**src/rtl/ps2_pkg.sv**
```systemverilog
// ps2_pkg: shared PS/2 frame constants, transmitter state type and parity helper
package ps2_pkg;

    localparam int   FRAME_BITS = 11;
    localparam logic START_BIT  = 1'b0;
    localparam logic STOP_BIT   = 1'b1;

    typedef enum logic [2:0] {IDLE, HOLD, BIT_HI, BIT_LO, GAP} tx_state_t;

    // Parity bit that makes the count of ones over data plus parity odd.
    function automatic logic odd_parity(input logic [7:0] b);
        return ~^b;
    endfunction

endpackage

```
**src/rtl/sync_fifo.sv**
```systemverilog
// sync_fifo: single-clock FIFO with registered pointers and full/empty flags
//   clk_sys, reset  clock, synchronous active-high reset (flushes contents)
//   push, wdata     write request and data; ignored while full
//   pop             read request; ignored while empty
//   rdata           head entry (valid while !empty)
//   full, empty     occupancy flags
module sync_fifo #(
    parameter int WIDTH = 8,
    parameter int DEPTH = 8
) (
    input  logic             clk_sys,
    input  logic             reset,
    input  logic             push,
    input  logic [WIDTH-1:0] wdata,
    input  logic             pop,
    output logic [WIDTH-1:0] rdata,
    output logic             full,
    output logic             empty
);
    localparam int AW = $clog2(DEPTH);

    logic [WIDTH-1:0] mem [DEPTH];
    logic [AW:0]      wptr;
    logic [AW:0]      rptr;

    // The extra pointer bit tells a full ring from an empty one.
    assign empty = wptr == rptr;
    assign full  = (wptr[AW] != rptr[AW]) && (wptr[AW-1:0] == rptr[AW-1:0]);
    assign rdata = mem[rptr[AW-1:0]];

    always_ff @(posedge clk_sys) begin
        if (reset) begin
            wptr <= '0;
            rptr <= '0;
        end else begin
            wptr <= (push && !full) ? wptr + (AW+1)'(1) : wptr;
            rptr <= (pop && !empty) ? rptr + (AW+1)'(1) : rptr;
        end
    end

    always_ff @(posedge clk_sys)
        if (push && !full) mem[wptr[AW-1:0]] <= wdata;

endmodule

```
**src/rtl/ps2_dev_tx.sv**
```systemverilog
// ps2_dev_tx: PS/2 device-side transmitter with byte FIFO, odd parity, host-inhibit abort and retry
//   clk_sys, reset             system clock, synchronous active-high reset
//   din, din_valid, din_ready  byte push into the FIFO; din_ready = FIFO not full
//   ps2_clk_out, ps2_data_out  PS/2 lines driven by this block (1 = released)
//   ps2_clk_in                 wired PS/2 clock; low while released means host inhibit
//   busy                       frame in progress or FIFO non-empty
//   overflow                   one-cycle pulse when a push is dropped on a full FIFO
module ps2_dev_tx
    import ps2_pkg::*;
#(
    parameter int HALF_CYC   = 859,
    parameter int GAP_CYC    = 1074,
    parameter int FIFO_DEPTH = 8
) (
    input  logic       clk_sys,
    input  logic       reset,
    input  logic [7:0] din,
    input  logic       din_valid,
    output logic       din_ready,
    output logic       ps2_clk_out,
    output logic       ps2_data_out,
    input  logic       ps2_clk_in,
    output logic       busy,
    output logic       overflow
);
    localparam int              HW          = $clog2(HALF_CYC + 1);
    localparam int              GW          = $clog2(GAP_CYC + 1);
    localparam logic [HW-1:0]   HALF_LAST   = HW'(HALF_CYC - 1);
    localparam logic [GW-1:0]   GAP_LOAD    = GW'(GAP_CYC);
    localparam logic [3:0]      LAST_IDX    = 4'(FRAME_BITS - 1);
    localparam logic [3:0]      ABORT_MAX   = 4'(FRAME_BITS - 2);
    // Our own clock release needs two cycles to come back through the synchroniser.
    localparam logic [HW-1:0]   SYNC_SETTLE = HW'(2);

    tx_state_t             state, state_nx;
    logic [HW-1:0]         hcnt, hcnt_nx;
    logic [GW-1:0]         gcnt, gcnt_nx;
    logic [FRAME_BITS-1:0] shreg, shreg_nx;
    logic [3:0]            idx, idx_nx;
    logic                  clk_m, clk_s;
    logic                  pop, full, empty, half_done;
    logic [7:0]            head;

    sync_fifo #(.WIDTH(8), .DEPTH(FIFO_DEPTH)) u_fifo (
        .clk_sys (clk_sys),
        .reset   (reset),
        .push    (din_valid),
        .wdata   (din),
        .pop     (pop),
        .rdata   (head),
        .full    (full),
        .empty   (empty)
    );

    assign din_ready = !full;
    assign busy      = (state != IDLE) || !empty;
    assign half_done = hcnt == HALF_LAST;

    always_ff @(posedge clk_sys) begin
        if (reset) begin
            clk_m    <= 1'b1;
            clk_s    <= 1'b1;
            state    <= IDLE;
            hcnt     <= '0;
            gcnt     <= GAP_LOAD;
            shreg    <= '1;
            idx      <= '0;
            overflow <= 1'b0;
        end else begin
            clk_m    <= ps2_clk_in;
            clk_s    <= clk_m;
            state    <= state_nx;
            hcnt     <= hcnt_nx;
            gcnt     <= gcnt_nx;
            shreg    <= shreg_nx;
            idx      <= idx_nx;
            overflow <= din_valid && full;
        end
    end

    always_comb begin
        state_nx     = state;
        hcnt_nx      = hcnt;
        gcnt_nx      = gcnt;
        shreg_nx     = shreg;
        idx_nx       = idx;
        pop          = 1'b0;
        ps2_clk_out  = 1'b1;
        ps2_data_out = 1'b1;
        case (state)
            IDLE: begin
                // An inhibiting host restarts the idle gap; it only runs down with the clock high.
                gcnt_nx  = !clk_s ? GAP_LOAD : (gcnt != '0 ? gcnt - GW'(1) : gcnt);
                state_nx = (!empty && gcnt == '0 && clk_s) ? HOLD : IDLE;
            end
            HOLD: begin
                ps2_data_out = START_BIT;
                shreg_nx     = {STOP_BIT, odd_parity(head), head, START_BIT};
                idx_nx       = '0;
                hcnt_nx      = '0;
                state_nx     = BIT_HI;
            end
            BIT_HI: begin
                ps2_data_out = shreg[0];
                hcnt_nx      = half_done ? '0 : hcnt + HW'(1);
                // Host inhibit before the stop bit aborts; the byte stays queued for a retry.
                state_nx     = (hcnt >= SYNC_SETTLE && !clk_s && idx <= ABORT_MAX) ? GAP :
                               half_done ? BIT_LO : BIT_HI;
            end
            BIT_LO: begin
                ps2_clk_out  = 1'b0;
                ps2_data_out = shreg[0];
                hcnt_nx      = half_done ? '0 : hcnt + HW'(1);
                if (half_done) begin
                    pop      = idx == LAST_IDX;
                    state_nx = idx == LAST_IDX ? GAP : BIT_HI;
                    shreg_nx = idx == LAST_IDX ? shreg : {1'b1, shreg[FRAME_BITS-1:1]};
                    idx_nx   = idx == LAST_IDX ? idx : idx + 4'd1;
                end
            end
            GAP: begin
                gcnt_nx  = GAP_LOAD;
                state_nx = IDLE;
            end
            default: state_nx = IDLE;
        endcase
    end

endmodule

```
**config.mk**
```make
export PLATFORM = sky130hd
export DESIGN_NAME = ps2_dev_tx
export DESIGN_NICKNAME = d
export VERILOG_FILES = /design/src/rtl/ps2_pkg.sv /design/src/rtl/sync_fifo.sv /design/src/rtl/ps2_dev_tx.sv
export SDC_FILE = /design/constraint.sdc
export NUM_CORES = 1
export LEC_CHECK = 0
export BUFFER_PORTS_ARGS = -buffer_cell sky130_fd_sc_hd__buf_2
export CORE_MARGIN = 2
export CORE_UTILIZATION = 50
export CTS_BUF_LIST = sky130_fd_sc_hd__clkbuf_8
export CTS_CLUSTER_SIZE = 16
export DETAILED_ROUTE_END_ITERATION = 10
export PLACE_DENSITY = 0.78
export SLEW_MARGIN = 20
export SYNTH_ARGS = -nofsm -noshare
export SYNTH_HDL_FRONTEND = slang
export SYNTH_HIERARCHICAL = 1
export SYNTH_SLANG_ARGS = --single-unit
```
**constraint.sdc**
```tcl
create_clock -name clk_sys -period 2.9 [get_ports clk_sys]
set_input_delay 0.145 -clock clk_sys [delete_from_list [all_inputs] [get_ports clk_sys]]
set_output_delay 0.145 -clock clk_sys [all_outputs]
set_load 0.05 [all_outputs]
```
Yosys cells after proc, flatten, opt, wreduce, memory -nomap -nowiden
Memories as Yosys holds them, arrays and structs flattened. A register that Yosys moved wholly into a read port is not among the register bits.
Index checks and enable logic that the tools add are counted.
Storage, ports and cells
  register bits: 50
  RAM bits: 64
  input bits: 12
  output and inout bits: 5
  memories: 1
Memory list
  u_fifo.mem: depth 8, bits a word 8, read ports 1, clocked after Yosys merged registers in 1, wr ports 1, RTL line sync_fifo.sv:22  | logic [WIDTH-1:0] mem [DEPTH];
Operators by class
  add/sub/neg operators: 5
  $lt $le $gt $ge: 2
  equality and inequality tests: 12
  multiplexer cells: 25
  reductions and logical operators: 23
Operators with widths (count)
  11-bit 2-to-1 mux: 4
  11-bit one-hot mux with 2 select lines: 2
  10-bit one-hot mux with 2 select lines: 1
  3-bit 2-to-1 mux: 5
  4-bit by 1-bit adder with 4-bit output, second input constant: 3
  3-bit one-hot mux with 4 select lines: 1
  11-bit logical NOT: 1
  11-bit nonzero test: 1
  11-bit by 1-bit subtractor with 11-bit output, second input constant: 1
  10-bit by 1-bit adder with 10-bit output, second input constant: 1
  10-bit equality test, second input constant: 1
  10-bit by 2-bit greater-or-equal comparator with 1-bit output, second input constant: 1
  10-bit 2-to-1 mux: 1
  1-bit logical AND: 8
  4-bit 2-to-1 mux: 2
  4-bit one-hot mux with 2 select lines: 1
  8-bit XNOR reduction: 1
  1-bit 2-to-1 mux: 7
  3-bit by 2-bit equality test with 1-bit output, second input constant: 2
  2-bit nonzero test: 3
  4-bit equality test: 1
  4-bit equality test, second input constant: 1
  4-bit less-or-equal comparator, second input constant: 1
  2-bit inequality test, second input constant: 2
  other kinds (13): 15

Logic depth before layout (Yosys ltp)
Gate-level depths: netlist of the first run.
  depth after elaboration: 6
  gate-level depth with buffers: 8
  gate-level depth less buffers: 8

Cells and area by module
Netlist of the first run, hierarchy kept.
By module, submodules not included
  sync_fifo: times used 1, cells each 177, area an instance 3165.5 um2
  ps2_dev_tx: times used 1, cells each 268, area an instance 2213.4 um2

Worst setup path before layout of the first run
No wires, ideal clock.
  path kind: register -> register
  from: reg u_fifo.wptr[0]
  to: mem u_fifo.mem[2][0] (enable)
  setup time: 0.398 ns
  arrival: 1.855 ns
  setup slack: 0.648 ns
  stages on the path, launching flop included: 5
  buffers on the path: 1
  cells stage by stage: dfxtp_1 -> buf_2 -> xor2_1 -> nor4_2 -> nor4b_1
On the way
  longest elaborated chain between the ends: 6
Ends and longest elaborated chain
  start, declared: RTL line sync_fifo.sv:23  | logic [AW:0] wptr;
  start signal, assigned: RTL line sync_fifo.sv:36  | wptr <= (push && !full) ? wptr + (AW+1)'(1) : wptr;
  3-bit equality test: RTL line sync_fifo.sv:28  | assign full = (wptr[AW] != rptr[AW]) && (wptr[AW-1:0] == rptr[AW-1:0]);
  1-bit logical AND: RTL line sync_fifo.sv:28
  net full: RTL line ps2_dev_tx.sv:41  | logic pop, full, empty, half_done;
  1-bit logical NOT: RTL line sync_fifo.sv:42  | if (push && !full) mem[wptr[AW-1:0]] <= wdata;
  1-bit logical AND: RTL line sync_fifo.sv:42
  1-bit 2-to-1 mux: RTL line sync_fifo.sv:42
  1-bit 2-to-1 mux (implied by the code): RTL line sync_fifo.sv:42
  end, declared: RTL line sync_fifo.sv:22
The timed path passes the listed nets, and every way through them passes these cells.

Final worst setup path of the first run
  from: reg state[1]
  to: reg u_fifo.rptr[2]
On the way
  longest elaborated chain between the ends: 3
Ends and longest elaborated chain
  start, declared: RTL line ps2_dev_tx.sv:35  | tx_state_t state, state_nx;
  start signal, assigned: RTL line ps2_dev_tx.sv:72  | state <= state_nx;
  3-bit by 2-bit equality test with 1-bit output: RTL line ps2_dev_tx.sv:90  | case (state)
  1-bit 2-to-1 mux: RTL line ps2_dev_tx.sv:90
  net pop: RTL line ps2_dev_tx.sv:41
  1-bit logical AND: RTL line sync_fifo.sv:37  | rptr <= (pop && !empty) ? rptr + (AW+1)'(1) : rptr;
  end signal, assigned: RTL line sync_fifo.sv:37
  end, declared: RTL line sync_fifo.sv:24  | logic [AW:0] rptr;
The timed path passes the listed nets, and every way through them passes these cells.
A chain may end at the register's enable or synchronous reset.

==> impl_metrics.env, run 1 <==
export IMPL_grt_usage_pct=20.66
export IMPL_synth_distinct_cells=62
export IMPL_finalHoldViolations=0
export IMPL_fin_util_pct=58.54
export IMPL_rr_endpoint="u_fifo/rptr[2]"
export IMPL_powerDensity_mw_per_mm2=548.1
export IMPL_hpwl_um=7168
export IMPL_synth_nets=467
export IMPL_root_buffer="clkbuf_8"
export IMPL_fin_skew_ns=0.01253
export IMPL_vias=3679
export IMPL_cp_max_fo=23
export IMPL_tns_ns=0
export IMPL_fillers=842
export IMPL_htreeDepth=4
export IMPL_status="finished, final reports clean"
export IMPL_drc=0
export IMPL_cts_tree="built"
export IMPL_numClockSinks=116
export IMPL_io_buffers=16
export IMPL_worst_slew_pin_slew_ns=0.8014
export IMPL_min_to="overflow"
export IMPL_seqPwrFrac_pct=53.8
export IMPL_routedWlPerCell_um=17.38
export IMPL_rows=37
export IMPL_die_width_um=107.7
export IMPL_hold_path_depth=2
export IMPL_hold_path_startpoint="din_valid"
export IMPL_crit_required_ns=3.24
export IMPL_overflow=0
export IMPL_clk_pin_slew_ns=0.08
export IMPL_synth_seq_cells=116
export IMPL_startpoint_type="flop"
export IMPL_syn_inst=445
export IMPL_worstSkewPairLatency_ns=0.45
export IMPL_drt_iter0_markers=267
export IMPL_r2r_cells=5
export IMPL_drv_slew=0
export IMPL_combPwrFrac_pct=6.0
export IMPL_cp_arrival_ns=2.66
export IMPL_max_freq_mhz=430.0
export IMPL_synth_largest_area_cell="edfxtp_1"
export IMPL_area_delta_synth_final_pct=12.86
export IMPL_yosysTopAreaCellShare_pct=35.73
export IMPL_finalCritPeriodShare_pct=80.18
export IMPL_core_mm2=0.01037
export IMPL_ant_nets=0
export IMPL_synth_edf_count=64
export IMPL_hold_path_class="input pin to flop"
export IMPL_power_clock_fraction_pct=40.1
export IMPL_sw_frac_of_total_pct=26.00
export IMPL_gp_congestion=0.8263
export IMPL_grt_setup_unrepaired="false"
export IMPL_end_kind="flop"
export IMPL_power_switching_uw=865.1
export IMPL_p_leak_uw=0.002105
export IMPL_die_h_um=107.7
export IMPL_synth_avg_cell_area_um2=12.09
export IMPL_path_class="flop to flop"
export IMPL_antenna_found_initial=0
export IMPL_grt_pass1_vias=3694
export IMPL_ir_drop_mv=0.6459
export IMPL_dr_pass1_iters=4
export IMPL_finalPower_uw=3328
export IMPL_ys_seq_area_share_pct=55.08
export IMPL_initial_core_util_pct=51.87
export IMPL_p_int_uw=2462
export IMPL_fp_dieArea_mm2=0.01160
export IMPL_finalSetupViolCount=0
export IMPL_viasPerCell=5.886
export IMPL_rr_startpoint="state[1]"
export IMPL_synthArstFlopShare_pct=0
export IMPL_antennaDiodeCount=0
export IMPL_relSlewSlack_pct=46.50
export IMPL_fin_nets=498
export IMPL_cts_buffer_depth=2
export IMPL_io_pin_count=17
export IMPL_synthFlopType="edfxtp_1"
export IMPL_netlist_area_mm2=0.005379
export IMPL_yosysWarnings=6
export IMPL_final_common_cell="edfxtp_1"
export IMPL_final_layout_size_suffix_gt1_share_pct=21.68
export IMPL_grt_pass1_wl_um=18110
export IMPL_synthTopCellsByArea="edfxtp_1 36%, dfxtp_1 19%, mux4_2 6.7%, mux2_2 2.5%, a21oi_1 2.4%"
export IMPL_ctsResizeCount=0
export IMPL_wl_um=10860
export IMPL_final_cell_mix="64 x edfxtp_1, 52 x dfxtp_1, 26 x a21oi_1, 22 x nand2_1, 22 x nor2_1"
export IMPL_min_period_ns=2.325
export IMPL_grt_max_degree=47
export IMPL_cap_viol_max_count=0
export IMPL_worstSetupStartpoint="state[1]"
export IMPL_cts_made_buffers=17
export IMPL_r2r_slack_ns=0.57
==> final cells by class <==
type	instances	area, um^2	area share, %
Tap cell	136	170.2	2.803
Clock inverter	15	120.1	1.979
Clock buffer	17	234.0	3.854
Multi-Input combinational cell	292	2275	37.47
Inverter	11	41.29	0.6801
Sequential cell	116	2963	48.80
Timing Repair Buffer	38	267.8	4.411
==> stage by stage <==
stage / std cells / hold WS, ns / instance area, um^2 / worst slack [ns]
global placement: 584 / 0.3293 / 5627 / 0.7234
CTS: 625 / 0.02280 / 6071 / 0.5679
floorplan: 445 / 0.2439 / 5379 / 0.6476
finish: 625 / 0.03802 / 6071 / 0.5747
detailed placement: 584 / 0.3318 / 5627 / 0.5569
global route: 625 / 0.03531 / 6071 / 0.3313
==> worst max-delay path by stage <==
stage,end,slack [ns],cells after the start
6_report,u_fifo/rptr[2],0.57,5
4_1_cts,u_fifo/rptr[2],0.57,5
5_1_grt,u_fifo/rptr[2],0.33,5
2_1_floorplan,u_fifo/mem[2][0],0.65,4
3_5_place_dp,u_fifo/rptr[2],0.56,5
3_3_place_gp,shreg[9],0.72,6
==> cell usage after synthesis (4+ instances only) <==
library cell  number
a22o_1             4
xor2_1             5
mux2i_1            6
nor3_1            11
nand2_1           22
nand4_1            8
mux4_2            16
edfxtp_1          64
a21oi_1           26
and4_1             5
nor2_1            22
a21o_1             4
and3_1             4
o31ai_1            4
nand3_1           10
buf_2              6
or3_1              6
mux2_2            12
a211o_1            4
o211ai_1           9
or2_2              5
dfxtp_1           52
xnor2_1           11
ha_1              10
nor4b_1            4
nand2b_1           9
nand3b_1           5
nor4_1             5
clkbuf_1          14
o21ai_0           18
inv_1             11
nor2b_1            7
==> routing by layer <==
layer	track usage, %	vias up	wire (um)
met5	0	-	0
met4	11.36	0	283
met3	4.903	22	401
met2	34.82	76	5586
met1	24.24	1809	4588
li1	-	1772	-
==> registers in the layout (all words and copies together) (netlist names), named ones only <==
signal and cells:
clk_m 1, clk_s 1, gcnt 11, hcnt 10
idx 4, overflow 1, shreg 10, state 3
u_fifo/mem 64, u_fifo/rptr 4, u_fifo/wptr 4
==> power groups by stage <==
stage	logic, uW	clock network (uW)	registers (uW)
after global placement	182	0	1830
final	201	1330	1790
after floorplan	141	0	1820
after detailed placement	191	0	1830
after CTS	202	1360	1790
after global routing	221	1440	1790
==> cell families (layout without fill, tap and decap cells) <==
family,count (synthesis),after routing,share of synthesized area (%)
buf+inv,37,81,2.978
flops,116,116,55.08
xor+xnor,16,16,2.605
compound gates,90,90,11.14
fa+ha+maj,10,10,2.326
simple gates,139,139,14.91
mux,37,37,10.96
==> critical path, cell delays in order (launching register included) <==
cell      delay [ns]
dfxtp_1         0.84
nand4b_1        0.25
nor3_1          0.38
nand2_1         0.10
a41oi_1         0.26
mux2_2          0.38
==> what timing repair did <==
item,CTS,global route
hold buffers,9,0
setup buffers,0,0
hold endpoints to repair,65,0
Note: power is estimated with default switching activity, not from simulation.
==> run 2, diff against run 1 <==
clock period = 2.4 ns   (was 2.9 ns; I/O delays follow)
==> impl_metrics.env, run 2 (same netlist as run 1, synthesis figures left out) <==
export IMPL_crit_slowest_cell="nor3_1"
export IMPL_initial_core_util_pct=51.87
export IMPL_crit_top_cell="nor3_1"
export IMPL_dpl_cell_area_mm2=0.005662
export IMPL_worstSkewPairLatency_ns=0.43
export IMPL_cp_max_fo=6
export IMPL_rows=37
export IMPL_numClockSinks=116
export IMPL_rr_endpoint="u_fifo/rptr[2]"
export IMPL_grt_setup_unrepaired="false"
export IMPL_core_mm2=0.01037
export IMPL_relSlewSlack_pct=63.95
export IMPL_ant_nets=0
export IMPL_rr_startpoint="hcnt[2]"
export IMPL_cts_tree="built"
export IMPL_root_buffer="clkbuf_8"
export IMPL_status="finished, final reports clean"
export IMPL_vias=3630
export IMPL_area_delta_synth_final_pct=14.65
export IMPL_ir_drop_mv=0.7650
export IMPL_min_period_ns=2.207
export IMPL_grt_pass1_wl_um=17060
export IMPL_startpoint_type="flop"
export IMPL_ctsResizeCount=0
export IMPL_htreeDepth=4
export IMPL_path_depth=6
export IMPL_fin_skew_ns=0.009641
export IMPL_powerDensity_mw_per_mm2=693.2
export IMPL_final_layout_size_suffix_gt1_share_pct=21.95
export IMPL_max_stage_delay_ns=0.40
export IMPL_die_width_um=107.7
export IMPL_p_leak_uw=0.002159
export IMPL_finalSetupViolCount=0
export IMPL_fillers=804
export IMPL_worst_slew_pin_slew_ns=0.5407
export IMPL_worstSetupStartpoint="hcnt[2]"
export IMPL_antenna_found_initial=0
export IMPL_max_freq_mhz=453.2
export IMPL_r2r_cells=6
export IMPL_io_pin_count=17
export IMPL_antennaDiodeCount=0
export IMPL_drv_slew=0
export IMPL_dp_slack_ns=0.2040
export IMPL_drc=0
export IMPL_gp_congestion=0.8166
export IMPL_grt_pass1_vias=3541
export IMPL_crit_required_ns=2.72
export IMPL_finalCritPeriodShare_pct=91.95
export IMPL_fin_nets=501
export IMPL_clk_pin_slew_ns=0.07
export IMPL_viasPerCell=5.780
export IMPL_cts_setup_buffers=0
export IMPL_fp_dieArea_mm2=0.01160
export IMPL_crit_family="simple AND/OR/NAND/NOR gates"
export IMPL_fin_hold_ws_ns=0.03060
export IMPL_finalWorstSetupSlack_ns=0.1933
export IMPL_hpwl_um=6899
export IMPL_final_common_cell="edfxtp_1"
export IMPL_io_buffers=16
export IMPL_finalHoldViolations=0
export IMPL_design_area_mm2=0.006167
export IMPL_final_cell_mix="64 x edfxtp_1, 52 x dfxtp_1, 26 x a21oi_1, 22 x nand2_1, 22 x nor2_1"
export IMPL_path_class="flop to flop"
export IMPL_grt_usage_pct=19.36
export IMPL_critPathCapture="u_fifo/rptr[2]"
export IMPL_die_h_um=107.7
export IMPL_hold_path_class="input pin to flop"
export IMPL_cap_viol_max_count=0
export IMPL_r2r_slack_ns=0.19
export IMPL_cts_buffer_depth=2
export IMPL_cts_made_buffers=17
export IMPL_path_cells="nor3_1 > nand3_1 > nor3_1 > nand2_1 > a41oi_1 > mux2_2"
export IMPL_grt_max_degree=32
export IMPL_routedWlPerCell_um=16.53
export IMPL_cts_hold_buf=9
export IMPL_cp_arrival_ns=2.52
export IMPL_overflow=0
export IMPL_cp_num_buf_inv=0
export IMPL_end_kind="flop"
export IMPL_tns_ns=0
export IMPL_drt_iter0_markers=284
export IMPL_dr_pass1_iters=4
export IMPL_wl_um=10380
export IMPL_largest_reg_flops=64
-- run 2: cell count changes in the layout (fill, tap and decap cells not counted), sizes merged --
cell / change
bufinv: +3
clkinvlp: -1
buf: +3
inv: -2
-- run 2: layer usage --
layer	vias to the layer above	track usage (%)	part of all wire [%]
met2	58	32.39	51
met3	11	4.843	3.7
met5	-	0	0
met1	1785	23.72	45
li1	1776	-	-
met4	0	8.425	0.90
-- run 2: stage by stage --
step / instances / power (uW) / util, %
finish: 628 / 4275 / 59.47
global route: 628 / 4424 / 59.47
CTS: 628 / 4311 / 59.47
detailed placement: 587 / 2442 / 54.60
global placement: 587 / 2427 / 54.60
floorplan: 445 / 2365 / -
-- run 2: how the worst min path moves through the flow --
stage          startpoint          endpoint  slack (ns)  depth (start not counted)
2_1_floorplan      din[0]  u_fifo/mem[0][0]        0.22                          0
3_3_place_gp   ps2_clk_in             clk_m        0.30                          2
3_5_place_dp   ps2_clk_in             clk_m        0.31                          2
4_1_cts         din_valid          overflow       0.004                          2
5_1_grt         din_valid          overflow        0.03                          2
6_report        din_valid          overflow        0.03                          2
-- run 2: layout make-up --
| type | count | area [um^2] | share of cell area [%] |
|---|---|---|---|
| flip-flops and latches | 116 | 2963 | 48.04 |
| multi-input cells | 292 | 2275 | 36.88 |
| repair buffers | 41 | 302.8 | 4.910 |
| clock buffers | 17 | 234.0 | 3.794 |
| clock inverters | 15 | 181.4 | 2.942 |
| well taps | 136 | 170.2 | 2.759 |
| inverters | 11 | 41.29 | 0.6695 |
-- run 2: power by group --
group	internal, uW	switching [uW]
clock network	1040	831
registers	2130	30.3
logic	108	136
==> run 3, diff against run 2 <==
REMOVE_ABC_BUFFERS = 1   (was default)
==> impl_metrics.env, run 3 (same netlist as run 1, synthesis figures left out) <==
export IMPL_relSlewSlack_pct=46.93
export IMPL_ir_drop_mv=0.6779
export IMPL_startpoint_type="flop"
export IMPL_root_buffer="clkbuf_8"
export IMPL_io_pin_count=17
export IMPL_rr_endpoint="shreg[9]"
export IMPL_max_stage_delay_ns=0.45
export IMPL_cts_made_buffers=17
export IMPL_dpl_cell_area_mm2=0.005662
export IMPL_regArea_mm2=0.002963
export IMPL_powerDensity_mw_per_mm2=697.7
export IMPL_htreeDepth=4
export IMPL_crit_slowest_cell="dfxtp_1"
export IMPL_grt_max_degree=47
export IMPL_fin_nets=501
export IMPL_r2r_slack_ns=0.23
export IMPL_fin_hold_ws_ns=0.05578
export IMPL_cap_viol_max_count=0
export IMPL_grt_usage_pct=19.99
export IMPL_crit_required_ns=2.28
export IMPL_antenna_found_initial=0
export IMPL_rows=37
export IMPL_wl_met3_um=438
export IMPL_drt_iter0_markers=182
export IMPL_wl_um=10800
export IMPL_ant_nets=0
export IMPL_hold_path_class="input pin to flop"
export IMPL_worstSkewPairLatency_ns=0.44
export IMPL_design_area_mm2=0.006178
export IMPL_gp_congestion=0.8189
export IMPL_layoutNonFillerInstCount=628
export IMPL_min_to="overflow"
export IMPL_fillers=812
export IMPL_drv_slew=0
export IMPL_core_mm2=0.01037
export IMPL_met1Wirelength_um=4671
export IMPL_fin_skew_ns=0.009378
export IMPL_cp_max_fo=12
export IMPL_antennaDiodeCount=0
export IMPL_die_h_um=107.7
export IMPL_io_buffers=16
export IMPL_path_class="flop to output pin"
export IMPL_dr_pass1_iters=4
export IMPL_status="finished, final reports clean"
export IMPL_routedWlPerCell_um=17.19
export IMPL_grt_pass1_wl_um=17750
export IMPL_die_width_um=107.7
export IMPL_path_cells="xnor2_1 > nand3_1 > nor2_1 > nand3b_1 > buf_2"
export IMPL_hold_path_depth=2
export IMPL_viasPerCell=5.933
export IMPL_min_period_ns=2.204
export IMPL_overflow=0
export IMPL_final_layout_size_suffix_gt1_share_pct=22.56
export IMPL_max_freq_mhz=453.7
export IMPL_fp_dieArea_mm2=0.01160
export IMPL_finalSetupViolCount=0
export IMPL_final_cell_mix="64 x edfxtp_1, 52 x dfxtp_1, 26 x a21oi_1, 22 x nand2_1, 22 x nor2_1"
export IMPL_hpwl_um=6818
export IMPL_cts_tree="built"
export IMPL_cp_arrival_ns=2.08
export IMPL_wl_met2_um=5519
export IMPL_initial_core_util_pct=51.87
export IMPL_final_common_cell="edfxtp_1"
export IMPL_numClockSinks=116
export IMPL_p_leak_uw=0.002167
export IMPL_drc=0
export IMPL_top_layer="met4"
export IMPL_tns_ns=0
export IMPL_multi_input_area_mm2=0.002280
export IMPL_end_kind="output pin"
export IMPL_largest_reg_flops=64
export IMPL_clk_pin_slew_ns=0.08
export IMPL_r2r_cells=7
export IMPL_grt_setup_unrepaired="false"
export IMPL_area_delta_synth_final_pct=14.86
export IMPL_cts_buffer_depth=2
export IMPL_grt_pass1_vias=3705
export IMPL_vias=3726
export IMPL_worst_slew_pin_slew_ns=0.7961
export IMPL_finalCritPeriodShare_pct=91.83
export IMPL_hold_path_startpoint="din_valid"
export IMPL_fin_util_pct=59.58
export IMPL_finalHoldViolations=0
export IMPL_place_inst=587
-- run 3: what timing repair did --
action | 4_1_cts | 5_1_grt
hold buffers | 9 | 0
resized for setup | 0 | 1
setup buffers | 0 | 0
hold endpoints to repair | 65 | 0
endpoints found under the setup margin | 0 | 1
-- run 3: where the power goes --
| group | internal (uW) | leakage [uW] | switching [uW] | total, uW |
|---|---|---|---|---|
| combinational | 107 | 0.000951 | 138 | 245 |
| clock | 978 | 0.000213 | 924 | 1900 |
| sequential | 2130 | 0.00100 | 30.2 | 2160 |
| total | 3220 | 0.00217 | 1090 | 4310 |
-- run 3: stage by stage --
| step | setup slack (ns) | total power (uW) |
|---|---|---|
| after CTS | 0.1890 | 4345 |
| after detailed placement | 0.2286 | 2438 |
| after floorplan | -0.05670 | 2353 |
| after global placement | 0.3086 | 2426 |
| final | 0.1961 | 4311 |
| after global routing | 0.02669 | 4478 |
-- run 3: cell type report --
cell class	count	share of cell area, %
Sequential cell	116	47.95
Multi-Input combinational cell	292	36.90
Timing Repair Buffer	41	4.901
Clock buffer	17	3.787
Clock inverter	15	3.038
Tap cell	136	2.754
Inverter	11	0.6683
-- run 3: worst max-delay path, delay by kind of cell (launching register included) --
family / cells / cell delay, ns
XOR/XNOR: 1 / 0.44
buffers and inverters: 1 / 0.22
flip-flops: 1 / 0.45
AND/OR/NAND/NOR: 3 / 0.53
-- run 3: worst max path at each step --
stage | cells after the start | endpoint | startpoint
6_report | 5 | busy | u_fifo/wptr[1]
5_1_grt | 5 | busy | u_fifo/wptr[1]
4_1_cts | 5 | busy | u_fifo/wptr[1]
3_5_place_dp | 7 | shreg[9] | flop
3_3_place_gp | 6 | flop | hcnt[5]
2_1_floorplan | 6 | shreg[9] | flop
-- run 3: per-layer routing --
metal | up-vias | track usage [%]
li1 | 1779 | -
met1 | 1847 | 23.47
met2 | 79 | 34.41
met3 | 21 | 5.751
met4 | 0 | 7.967
met5 | - | 0
